## src/rtl/wide_alu_seq.sv

```systemverilog
// wide_alu_seq: 16-bit ADD/RSH/XOR/AND/CMP done as two byte
// passes through an external 8-bit combinational ALU.
package wide_alu_pkg;
  localparam logic [3:0] kADD = 4'b01_00;
  localparam logic [3:0] kRSH = 4'b01_01;
  localparam logic [3:0] kXOR = 4'b10_00;
  localparam logic [3:0] kAND = 4'b10_01;
  localparam logic [2:0] CMD_ADD = 3'd0;
  localparam logic [2:0] CMD_RSH = 3'd1;
  localparam logic [2:0] CMD_XOR = 3'd2;
  localparam logic [2:0] CMD_AND = 3'd3;
  localparam logic [2:0] CMD_CMP = 3'd4;
endpackage

module wide_alu_seq
  import wide_alu_pkg::*;
(
  input  logic        CLK,
  input  logic        Reset_n,
  input  logic        start,
  input  logic [2:0]  cmd,
  input  logic [15:0] opa,
  input  logic [15:0] opb,
  input  logic        cin,
  output logic [15:0] result,
  output logic        cout,
  output logic        zero,
  output logic        err,
  output logic        busy,
  output logic        done,
  output logic [7:0]  alu_a,
  output logic [7:0]  alu_b,
  output logic [1:0]  alu_op,
  output logic [1:0]  alu_funct,
  output logic        alu_sc_in,
  input  logic [7:0]  alu_out,
  input  logic        alu_sc_out,
  input  logic        alu_zero
);

  typedef enum logic [1:0] {
    IDLE, FIRST, SECOND, DONE
  } state_e;

  state_e      state_q;
  logic [2:0]  cmd_q;
  logic [15:0] opa_q, opb_q;
  logic        cin_q;
  logic [7:0]  byte_q;
  logic        sc_q, z_q;
  logic [15:0] result_q;
  logic        cout_q, zero_q, err_q;

  logic is_add, is_rsh, is_and, hi;
  logic legal;
  logic [3:0] opf;

  assign is_add = (cmd_q == CMD_ADD);
  assign is_rsh = (cmd_q == CMD_RSH);
  assign is_and = (cmd_q == CMD_AND);
  assign legal  = (cmd <= CMD_CMP);
  assign hi     = (state_q == SECOND);

  // Drives decode only from state and latched operands.
  always_comb begin
    opf       = '0;
    alu_a     = '0;
    alu_b     = '0;
    alu_sc_in = 1'b0;
    if (state_q == FIRST || state_q == SECOND) begin
      unique case (1'b1)
        is_add: begin
          opf       = kADD;
          alu_a     = hi ? opa_q[15:8] : opa_q[7:0];
          alu_b     = hi ? opb_q[15:8] : opb_q[7:0];
          alu_sc_in = hi ? sc_q : cin_q;
        end
        is_rsh: begin
          opf       = kRSH;
          alu_a     = hi ? opa_q[7:0] : opa_q[15:8];
          alu_sc_in = hi ? sc_q : cin_q;
        end
        is_and: begin
          opf   = kAND;
          alu_a = hi ? opa_q[15:8] : opa_q[7:0];
          alu_b = hi ? opb_q[15:8] : opb_q[7:0];
        end
        default: begin
          opf   = kXOR;
          alu_a = hi ? opa_q[15:8] : opa_q[7:0];
          alu_b = hi ? opb_q[15:8] : opb_q[7:0];
        end
      endcase
    end
  end

  assign alu_op    = opf[3:2];
  assign alu_funct = opf[1:0];

  always_ff @(posedge CLK) begin
    if (!Reset_n) begin
      state_q  <= IDLE;
      cmd_q    <= '0;
      opa_q    <= '0;
      opb_q    <= '0;
      cin_q    <= 1'b0;
      byte_q   <= '0;
      sc_q     <= 1'b0;
      z_q      <= 1'b0;
      result_q <= '0;
      cout_q   <= 1'b0;
      zero_q   <= 1'b0;
      err_q    <= 1'b0;
    end else begin
      unique case (state_q)
        IDLE, DONE: begin
          if (start) begin
            cmd_q <= cmd;
            opa_q <= opa;
            opb_q <= opb;
            cin_q <= cin;
            if (legal) begin
              err_q   <= 1'b0;
              state_q <= FIRST;
            end else begin
              err_q    <= 1'b1;
              result_q <= '0;
              cout_q   <= 1'b0;
              zero_q   <= 1'b1;
              state_q  <= DONE;
            end
          end else if (state_q == DONE) begin
            state_q <= IDLE;
          end
        end
        FIRST: begin
          byte_q  <= alu_out;
          sc_q    <= alu_sc_out;
          z_q     <= alu_zero;
          state_q <= SECOND;
        end
        SECOND: begin
          // RSH walks high byte first, the rest low byte first.
          result_q <= is_rsh ? {byte_q, alu_out}
                             : {alu_out, byte_q};
          cout_q   <= (is_add | is_rsh) & alu_sc_out;
          zero_q   <= z_q & alu_zero;
          state_q  <= DONE;
        end
        default: state_q <= IDLE;
      endcase
    end
  end

  assign result = result_q;
  assign cout   = cout_q;
  assign zero   = zero_q;
  assign err    = err_q;
  assign busy   = (state_q == FIRST) || (state_q == SECOND);
  assign done   = (state_q == DONE);

endmodule

```

## config.mk

```make
export PLATFORM = sky130hd
export DESIGN_NAME = wide_alu_seq
export DESIGN_NICKNAME = d
export VERILOG_FILES = /design/src/rtl/wide_alu_seq.sv
export SDC_FILE = /design/constraint.sdc
export NUM_CORES = 1
export LEC_CHECK = 0
export CAP_MARGIN = 20
export CORE_UTILIZATION = 40
export CTS_CLUSTER_SIZE = 10
export DETAILED_ROUTE_END_ITERATION = 16
export GPL_TIMING_DRIVEN = 1
export HOLD_SLACK_MARGIN = 0.12
export PLACE_DENSITY = 0.7
export SYNTH_ARGS = -nofsm -noshare
export SYNTH_HDL_FRONTEND = slang
export SYNTH_SLANG_ARGS = --single-unit
```

## constraint.sdc

```tcl
create_clock -name CLK -period 1.85 [get_ports CLK]
set_clock_uncertainty 0.1 [all_clocks]
set_input_delay 0.2775 -clock CLK [delete_from_list [all_inputs] [get_ports CLK]]
set_output_delay 0.2775 -clock CLK [all_outputs]
set_load 0.01 [all_outputs]
```

# [Word level (Yosys, flattened, before mapping)]
# Cells that the tools add are included.
[word_totals] ff_bits=67 latchBits=0 ramBits=0 mem_bits_ro=0 input_bits=49 output_inout_bits=42 mem_count=0
[op_classes] n_addsub=0 mul=0 div=0 n_lt_le_gt_ge=1 eq_ne=8 shifts=0 muxes=27 bitwise_logic=3 n_reduce_logical=8
[op_table] cell="2-to-1 mux 8 bit" count=7
[op_table] cell="2-to-1 mux 16 bit" count=3
[op_table] cell="case mux 16 bit (2 select lines)" count=1
[op_table] cell="case mux 4 bit (3 select lines)" count=1
[op_table] cell="2-to-1 mux 1 bit" count=8
[op_table] cell="2-to-1 mux 2 bit" count=3
[op_table] cell="case mux 2 bit (3 select lines)" count=1
[op_table] cell="equality test 2 bit, second input constant" count=2
[op_table] cell="2-to-1 mux 4 bit" count=1
[op_table] cell="!= test 2 bit, second input constant" count=2
[op_table] cell="case mux 1 bit (2 select lines)" count=2
[op_table] cell="OR reduction 2 bit" count=2
[op_table] cell="equality test 3 x 1 -> 1 bit, second input constant" count=1
[op_table] cell="equality test 3 x 2 -> 1 bit, second input constant" count=1
[op_table] cell="less-or-equal comparator 3 bit, second input constant" count=1
[op_table] cell="zero test 3 bit" count=1
[op_table] cell="!= test 3 bit, second input constant" count=1
[op_table] cell="AND reduction 3 bit" count=1
[op_table] cell="AND 1 bit" count=2
[op_table] cell="equality test 2 x 1 -> 1 bit, second input constant" count=1
[op_table] cell="zero test 2 bit" count=1
[op_table] cell="AND reduction 2 bit" count=1
[op_table] cell="nonzero test 2 bit" count=1
[op_table] cell="logical OR 1 bit" count=1
[op_table] cell="bitwise OR 1 bit" count=1

# [Depth between registers and ports, before layout]
[depth] depth_word=4 mapped_depth=8 depth_no_buf=6

# [Least setup slack after synthesis]
# Ideal clock, no wire load.
[synth_timing] path_type="flip-flop to output port" startpoint="reg state_q[0]" endpoint="out alu_b[0]" arrival_time_ns=1.489 required_time_ns=1.472 slack_ns=-0.016 stages_incl_launch_ff=7 n_path_buf=2 path_cell_list="dfxtp_1 -> inv_1 -> ha_1 -> buf_2 -> or2_2 -> buf_2 -> nor2_1"
[synth_via] elab_chain_cells=4 word_cells_on_any_way=6 classes_between="eq/ne (2); mux (3); reduce/logical (1)"
[synth_rtl] element="start, declared" line_no="45" text="state_e state_q;"
[synth_rtl] element="start signal, assigned" line_no="102" text="state_q <= IDLE;"
[synth_rtl] element="start signal, assigned" line_no="124" text="state_q <= FIRST;"
[synth_rtl] element="start signal, assigned" line_no="130" text="state_q <= DONE;"
[synth_rtl] element="equality test 2 bit" line_no="62, 70"
[synth_rtl] element="2-to-1 mux 8 bit" line_no="75, 86, 91"
[synth_rtl] element="2-to-1 mux 8 bit"
[synth_rtl] element="2-to-1 mux 8 bit (*)" line_no="70" text="if (state_q == FIRST || state_q == SECOND) begin"
[synth_rtl] element="end, declared" line_no="32" text="output logic [7:0] alu_b,"
# Every way passes the cells marked *; elsewhere a longest branch is shown, timed or not.

# [Final worst setup path]
[layout_timing] startpoint="reg state_q[0]" endpoint="out alu_a[7]"
[layout_via] elab_chain_cells=4 word_cells_on_any_way=7 classes_between="eq/ne (2); mux (4); reduce/logical (1)"
[layout_rtl] element="equality test 2 bit" line_no="62, 70"
[layout_rtl] element="2-to-1 mux 8 bit, on equally long branches"
[layout_rtl] element="2-to-1 mux 8 bit"
[layout_rtl] element="2-to-1 mux 8 bit (*)" line_no="70"
[layout_rtl] element="end, declared" line_no="31" text="output logic [7:0] alu_a,"
# Marked as above.

==> report_table.html <==
<table>
<tr><th>Metric</th><th>Value</th></tr>
<tr><th colspan="2">Global route</th></tr>
<tr><td>First-pass GRT wire length</td><td>11,920 um</td></tr>
<tr><td>Total congestion overflow</td><td>0</td></tr>
<tr><td>Largest net degree at the start of global routing</td><td>34</td></tr>
<tr><td>Number of antenna violations at the first check in global routing</td><td>0</td></tr>
<tr><td>Total track usage</td><td>19.68%</td></tr>
<tr><td>Number of global-route vias before repair</td><td>2,608</td></tr>
<tr><th colspan="2">Final layout</th></tr>
<tr><td>Fraction of layout instances using a drive strength above 1</td><td>21.17%</td></tr>
<tr><td>Number of nets at the end of the flow</td><td>526</td></tr>
<tr><td>Number of fill cells</td><td>679</td></tr>
<tr><td>Layout-stage area growth over the synthesis result</td><td>45.94%</td></tr>
<tr><td>Sequential cell area</td><td>0.001346 mm^2</td></tr>
<tr><td>Area taken by multi-input logic gates</td><td>0.001669 mm^2</td></tr>
<tr><td>Ant. Diodes</td><td>0</td></tr>
<tr><th colspan="2">Logic synthesis</th></tr>
<tr><td>Portion of synthesized cell area occupied by the leading cell type</td><td>44.17%</td></tr>
<tr><td>Post-Syn Area per Cell</td><td>8.098 um^2</td></tr>
<tr><td>Top cell types by occurrence after synthesis</td><td>sky130_fd_sc_hd__nand2_1 (99), sky130_fd_sc_hd__dfxtp_1 (67), sky130_fd_sc_hd__a21boi_0 (38), sky130_fd_sc_hd__mux2i_1 (19)</td></tr>
<tr><td>Total number of yosys warnings</td><td>0</td></tr>
<tr><td>Synthesized instance count</td><td>375</td></tr>
<tr><td>Cell area after technology mapping</td><td>0.003037 mm^2</td></tr>
<tr><td>Synth Area in Adders</td><td>1.236%</td></tr>
<tr><td>Post-synthesis cell type count</td><td>32</td></tr>
<tr><td>Parity-gate share of the synthesized area counting xor and xnor cells</td><td>0.5768%</td></tr>
<tr><td>Dominant combinational cell family by area after synthesis</td><td>simple AND/OR/NAND/NOR gates</td></tr>
<tr><td>Main area contributors after synthesis</td><td>sky130_fd_sc_hd__dfxtp_1 (44%), sky130_fd_sc_hd__nand2_1 (12%), sky130_fd_sc_hd__a21boi_0 (9.4%)</td></tr>
<tr><td>Count leader, synth</td><td>sky130_fd_sc_hd__nand2_1</td></tr>
<tr><td>Dominant synthesized flop cell</td><td>sky130_fd_sc_hd__dfxtp_1</td></tr>
<tr><td>Post-synthesis net count</td><td>427</td></tr>
<tr><td>Post-synth EDFFs</td><td>0</td></tr>
<tr><td>Post-synth top area cell</td><td>sky130_fd_sc_hd__dfxtp_1</td></tr>
<tr><td>Mux share of post-synthesis cell area</td><td>6.263%</td></tr>
<tr><td>Proportion of synthesized chip area in sequential cells</td><td>44.17%</td></tr>
<tr><td>Simple-gate portion of the synthesized area</td><td>22.21%</td></tr>
<tr><td>Async set-reset flop share out of synthesis</td><td>0%</td></tr>
<tr><td>Register bit count reported by yosys</td><td>67</td></tr>
<tr><td>Area fraction in compound gates after synthesis</td><td>20.11%</td></tr>
<tr><th colspan="2">Drt</th></tr>
<tr><td>Count of antenna-violating nets left after detailed routing</td><td>0</td></tr>
<tr><td>Number of optimization iterations in the first detailed-route pass</td><td>4</td></tr>
<tr><td>Count of vias placed by the detailed router</td><td>2,853</td></tr>
<tr><td>Avg Vias per Cell</td><td>4.953</td></tr>
<tr><td>First-iteration detailed-routing DRC count</td><td>129</td></tr>
<tr><td>Average wire per cell in the routed design</td><td>13.23 um</td></tr>
<tr><td>Number of remaining DRC errors</td><td>0</td></tr>
<tr><td>Wire length reported by the detailed router</td><td>7618 um</td></tr>
<tr><th colspan="2">STA</th></tr>
<tr><td>RSZ-0062 raised after global routing</td><td>yes</td></tr>
<tr><td>Setup ws final</td><td>-0.1303 ns</td></tr>
<tr><td>Worst hold margin</td><td>0.2903 ns</td></tr>
<tr><td>Final Max Slew Viols</td><td>0</td></tr>
<tr><td>Maximum achievable frequency</td><td>505.0 MHz</td></tr>
<tr><td>Final Hold Vio Count</td><td>0</td></tr>
<tr><td>Final setup vio count</td><td>16</td></tr>
<tr><td>Time the worst path needs with I/O delays and setup</td><td>1.980 ns</td></tr>
<tr><td>Share of the clock period used by the worst path</td><td>107.0%</td></tr>
<tr><td>Sum of negative setup slack</td><td>-1.208 ns</td></tr>
<tr><th colspan="2">Clocking</th></tr>
<tr><td>Worst-path clk slew</td><td>0.06 ns</td></tr>
<tr><td>Htree depth</td><td>3</td></tr>
<tr><td>Buffer cell driving the clock tree root</td><td>sky130_fd_sc_hd__clkbuf_8</td></tr>
<tr><td>Inserted Clock Buffers</td><td>9</td></tr>
<tr><td>Clk sinks</td><td>67</td></tr>
<tr><td>Clock Tree Buf Depth</td><td>2</td></tr>
<tr><td>TritonCTS clock tree</td><td>yes</td></tr>
<tr><td>Worst skew pair latency</td><td>0.34 ns</td></tr>
<tr><th colspan="2">Critical path</th></tr>
<tr><td>R2r startpoint</td><td>state_q[0]$_SDFFE_PN0P_</td></tr>
<tr><td>Arrival time worst endpoint</td><td>1.60 ns</td></tr>
<tr><td>Setup crit end kind</td><td>primary output</td></tr>
<tr><td>Peak fanout along the critical path</td><td>8</td></tr>
<tr><td>Setup slack of the most critical reg-to-reg path</td><td>0.10 ns</td></tr>
<tr><td>R2r endpoint</td><td>opb_q[12]$_SDFFE_PN0P_</td></tr>
<tr><td>Kind of critical path</td><td>reg -&gt; out</td></tr>
<tr><td>Slowest Stage Delay on Critical Path</td><td>0.33 ns</td></tr>
<tr><td>Cell type of the slowest stage on the worst timing path</td><td>sky130_fd_sc_hd__dfxtp_2</td></tr>
<tr><td>Most common cell on crit path</td><td>sky130_fd_sc_hd__inv_2</td></tr>
<tr><td>Critical Path RT</td><td>1.47 ns</td></tr>
<tr><td>Critical Path Source Type</td><td>flop</td></tr>
<tr><td>Cell breakdown of the critical path</td><td>inv_2 &gt; ha_4 &gt; inv_2 &gt; xnor2_1 &gt; buf_4 &gt; nand2_2 &gt; a21oi_2 &gt; buf_2</td></tr>
<tr><td>Worst reg-to-reg path cell count</td><td>8</td></tr>
<tr><th colspan="2">Pwr</th></tr>
<tr><td>Power density over cell area</td><td>1474 mW/mm^2</td></tr>
<tr><td>Worst vdd ir</td><td>0.0006923 V</td></tr>
<tr><td>Standby leakage power</td><td>1.657 nW</td></tr>
<tr><th colspan="2">Run</th></tr>
<tr><td>Max Cap Viol</td><td>0</td></tr>
<tr><th colspan="2">Hold path</th></tr>
<tr><td>Startpoint of the most critical hold path</td><td>Reset_n</td></tr>
<tr><td>Hold Path Sink</td><td>zero$_SDFFE_PN0P_</td></tr>
<tr><td>Worst hold path stage count</td><td>2</td></tr>
<tr><td>Hold WC Path Type</td><td>in -&gt; reg</td></tr>
<tr><th colspan="2">Floorplan</th></tr>
<tr><td>Initial Utilization</td><td>41.64%</td></tr>
<tr><td>Total Die Area</td><td>0.007944 mm^2</td></tr>
<tr><td>Die outline height</td><td>89.13 um</td></tr>
<tr><td>I/O pin total</td><td>91</td></tr>
<tr><td>Die Span X</td><td>89.13 um</td></tr>
<tr><td>Site row count</td><td>31</td></tr>
<tr><td>Core Footprint</td><td>0.007292 mm^2</td></tr>
<tr><th colspan="2">Place</th></tr>
<tr><td>GP Congestion</td><td>0.7951</td></tr>
<tr><td>Final HPWL DP</td><td>5099 um</td></tr>
<tr><td>Number of port buffers</td><td>89</td></tr>
<tr><th colspan="2">Outcome</th></tr>
<tr><td>Failing checks</td><td>setup timing</td></tr>
<tr><td>Outcome</td><td>finished, violations left</td></tr>
</table>
==> stage by stage <==
| stage | setup WS (ns) | power [mW] | utilization (%) | cell area [um^2] | std cells |
|---|---|---|---|---|---|
| finish | -0.1303 | 6.535 | 60.78 | 4432 | 576 |
| global route | -0.2219 | 6.963 | 60.78 | 4432 | 576 |
| CTS | -0.1351 | 6.227 | 59.01 | 4303 | 574 |
| detailed placement | -0.2525 | 5.019 | 56.73 | 4136 | 557 |
| global placement | -0.2436 | 4.969 | 56.73 | 4136 | 557 |
| floorplan | -0.01628 | 3.660 | - | 3037 | 375 |
==> worst max-delay path, delay by kind of cell (launching register included) <==
family	cells	cell delay [ns]
adder cells (fa/ha/maj)	1	0.16
flip-flops	1	0.33
AND/OR/NAND/NOR	1	0.07
buffers and inverters	4	0.44
AO/OA/AOI/OAI	1	0.14
XOR/XNOR	1	0.14
==> sequential cells by signal (all words and copies together) (netlist names) <==
register / flops
byte_q: 8
cin_q: 1
cmd_q: 3
cout: 1
err: 1
opa_q: 16
opb_q: 16
result: 16
sc_q: 1
state_q: 2
z_q: 1
zero: 1
==> cells by family (layout without fill, tap and decap cells) <==
group           count (synthesis)  after routing
compound gates                 95             95
xor+xnor                        2              2
fa+ha+maj                       3              3
buf+inv                        35            137
flops                          67             67
mux                            19             19
other cells                     1              1
simple gates                  153            153
==> worst max-delay path by stage <==
| stage | startpoint | endpoint | slack (ns) | depth (start not counted) |
|---|---|---|---|---|
| 2_1_floorplan | state_q[0]$_SDFFE_PN0P_ | alu_b[0] | -0.02 | 6 |
| 3_3_place_gp | state_q[0]$_SDFFE_PN0P_ | alu_b[3] | -0.24 | 5 |
| 3_5_place_dp | state_q[0]$_SDFFE_PN0P_ | alu_b[7] | -0.25 | 5 |
| 4_1_cts | cmd_q[1]$_SDFFE_PN0P_ | alu_a[7] | -0.14 | 6 |
| 5_1_grt | cmd_q[2]$_SDFFE_PN0P_ | alu_a[3] | -0.22 | 6 |
| 6_report | state_q[0]$_SDFFE_PN0P_ | alu_a[7] | -0.13 | 8 |
==> cells in the final DEF, fill, tap and decap left out, types with 2 or more instances in the layout <==
cell type	instances
sky130_fd_sc_hd__nand2_2	6
sky130_fd_sc_hd__xnor2_1	2
sky130_fd_sc_hd__dfxtp_2	4
sky130_fd_sc_hd__clkinv_2	3
sky130_fd_sc_hd__buf_12	6
sky130_fd_sc_hd__o211ai_1	2
sky130_fd_sc_hd__buf_6	2
sky130_fd_sc_hd__o21ai_0	17
sky130_fd_sc_hd__buf_2	19
sky130_fd_sc_hd__nand3_1	9
sky130_fd_sc_hd__inv_2	2
sky130_fd_sc_hd__a21oi_1	13
sky130_fd_sc_hd__a21boi_0	38
sky130_fd_sc_hd__nor2b_1	10
sky130_fd_sc_hd__a21oi_2	5
sky130_fd_sc_hd__dfxtp_1	63
sky130_fd_sc_hd__a31oi_1	16
sky130_fd_sc_hd__buf_4	22
sky130_fd_sc_hd__mux2i_4	3
sky130_fd_sc_hd__nand2_1	94
sky130_fd_sc_hd__inv_1	3
sky130_fd_sc_hd__ha_1	2
sky130_fd_sc_hd__mux2i_1	14
sky130_fd_sc_hd__nand3b_1	8
sky130_fd_sc_hd__clkbuf_8	11
sky130_fd_sc_hd__clkdlybuf4s50_1	66
sky130_fd_sc_hd__nor2_2	6
sky130_fd_sc_hd__nor2_1	11
sky130_fd_sc_hd__mux2i_2	2
==> final cells by class <==
class / count / share of cell area, %
sequential: 67 / 30.38
clock inverter: 3 / 0.3388
timing repair buffer: 118 / 24.99
tap: 99 / 2.795
clock buffer: 11 / 3.416
multi-input combinational: 273 / 37.66
inverter: 5 / 0.4235
==> routing by layer <==
| layer | vias to the layer above | part of all wire (%) | global-route usage (%) | routed length, um |
|---|---|---|---|---|
| li1 | 1457 | - | - | - |
| met1 | 1307 | 45 | 23.91 | 3444 |
| met2 | 76 | 47 | 32.34 | 3577 |
| met3 | 13 | 6.0 | 5.540 | 458 |
| met4 | 0 | 1.8 | 9.091 | 138 |
| met5 | - | 0 | 0 | 0 |
==> timing repair <==
item / CTS / global route
setup buffers: 3 / 1
pin swaps: 16 / 10
hold buffers: 0 / 0
gates resized for setup: 102 / 30
gates cloned: 0 / 1
setup endpoints to repair: 38 / 24
==> power by group <==
part,total (mW),switching (mW),leakage [nW],internal (mW)
sequential,2.07,0.226,0.550,1.84
combinational,3.41,1.72,1.02,1.69
clock,1.06,0.521,0.0908,0.537
No activity file was read; power rests on OpenSTA's default activity.
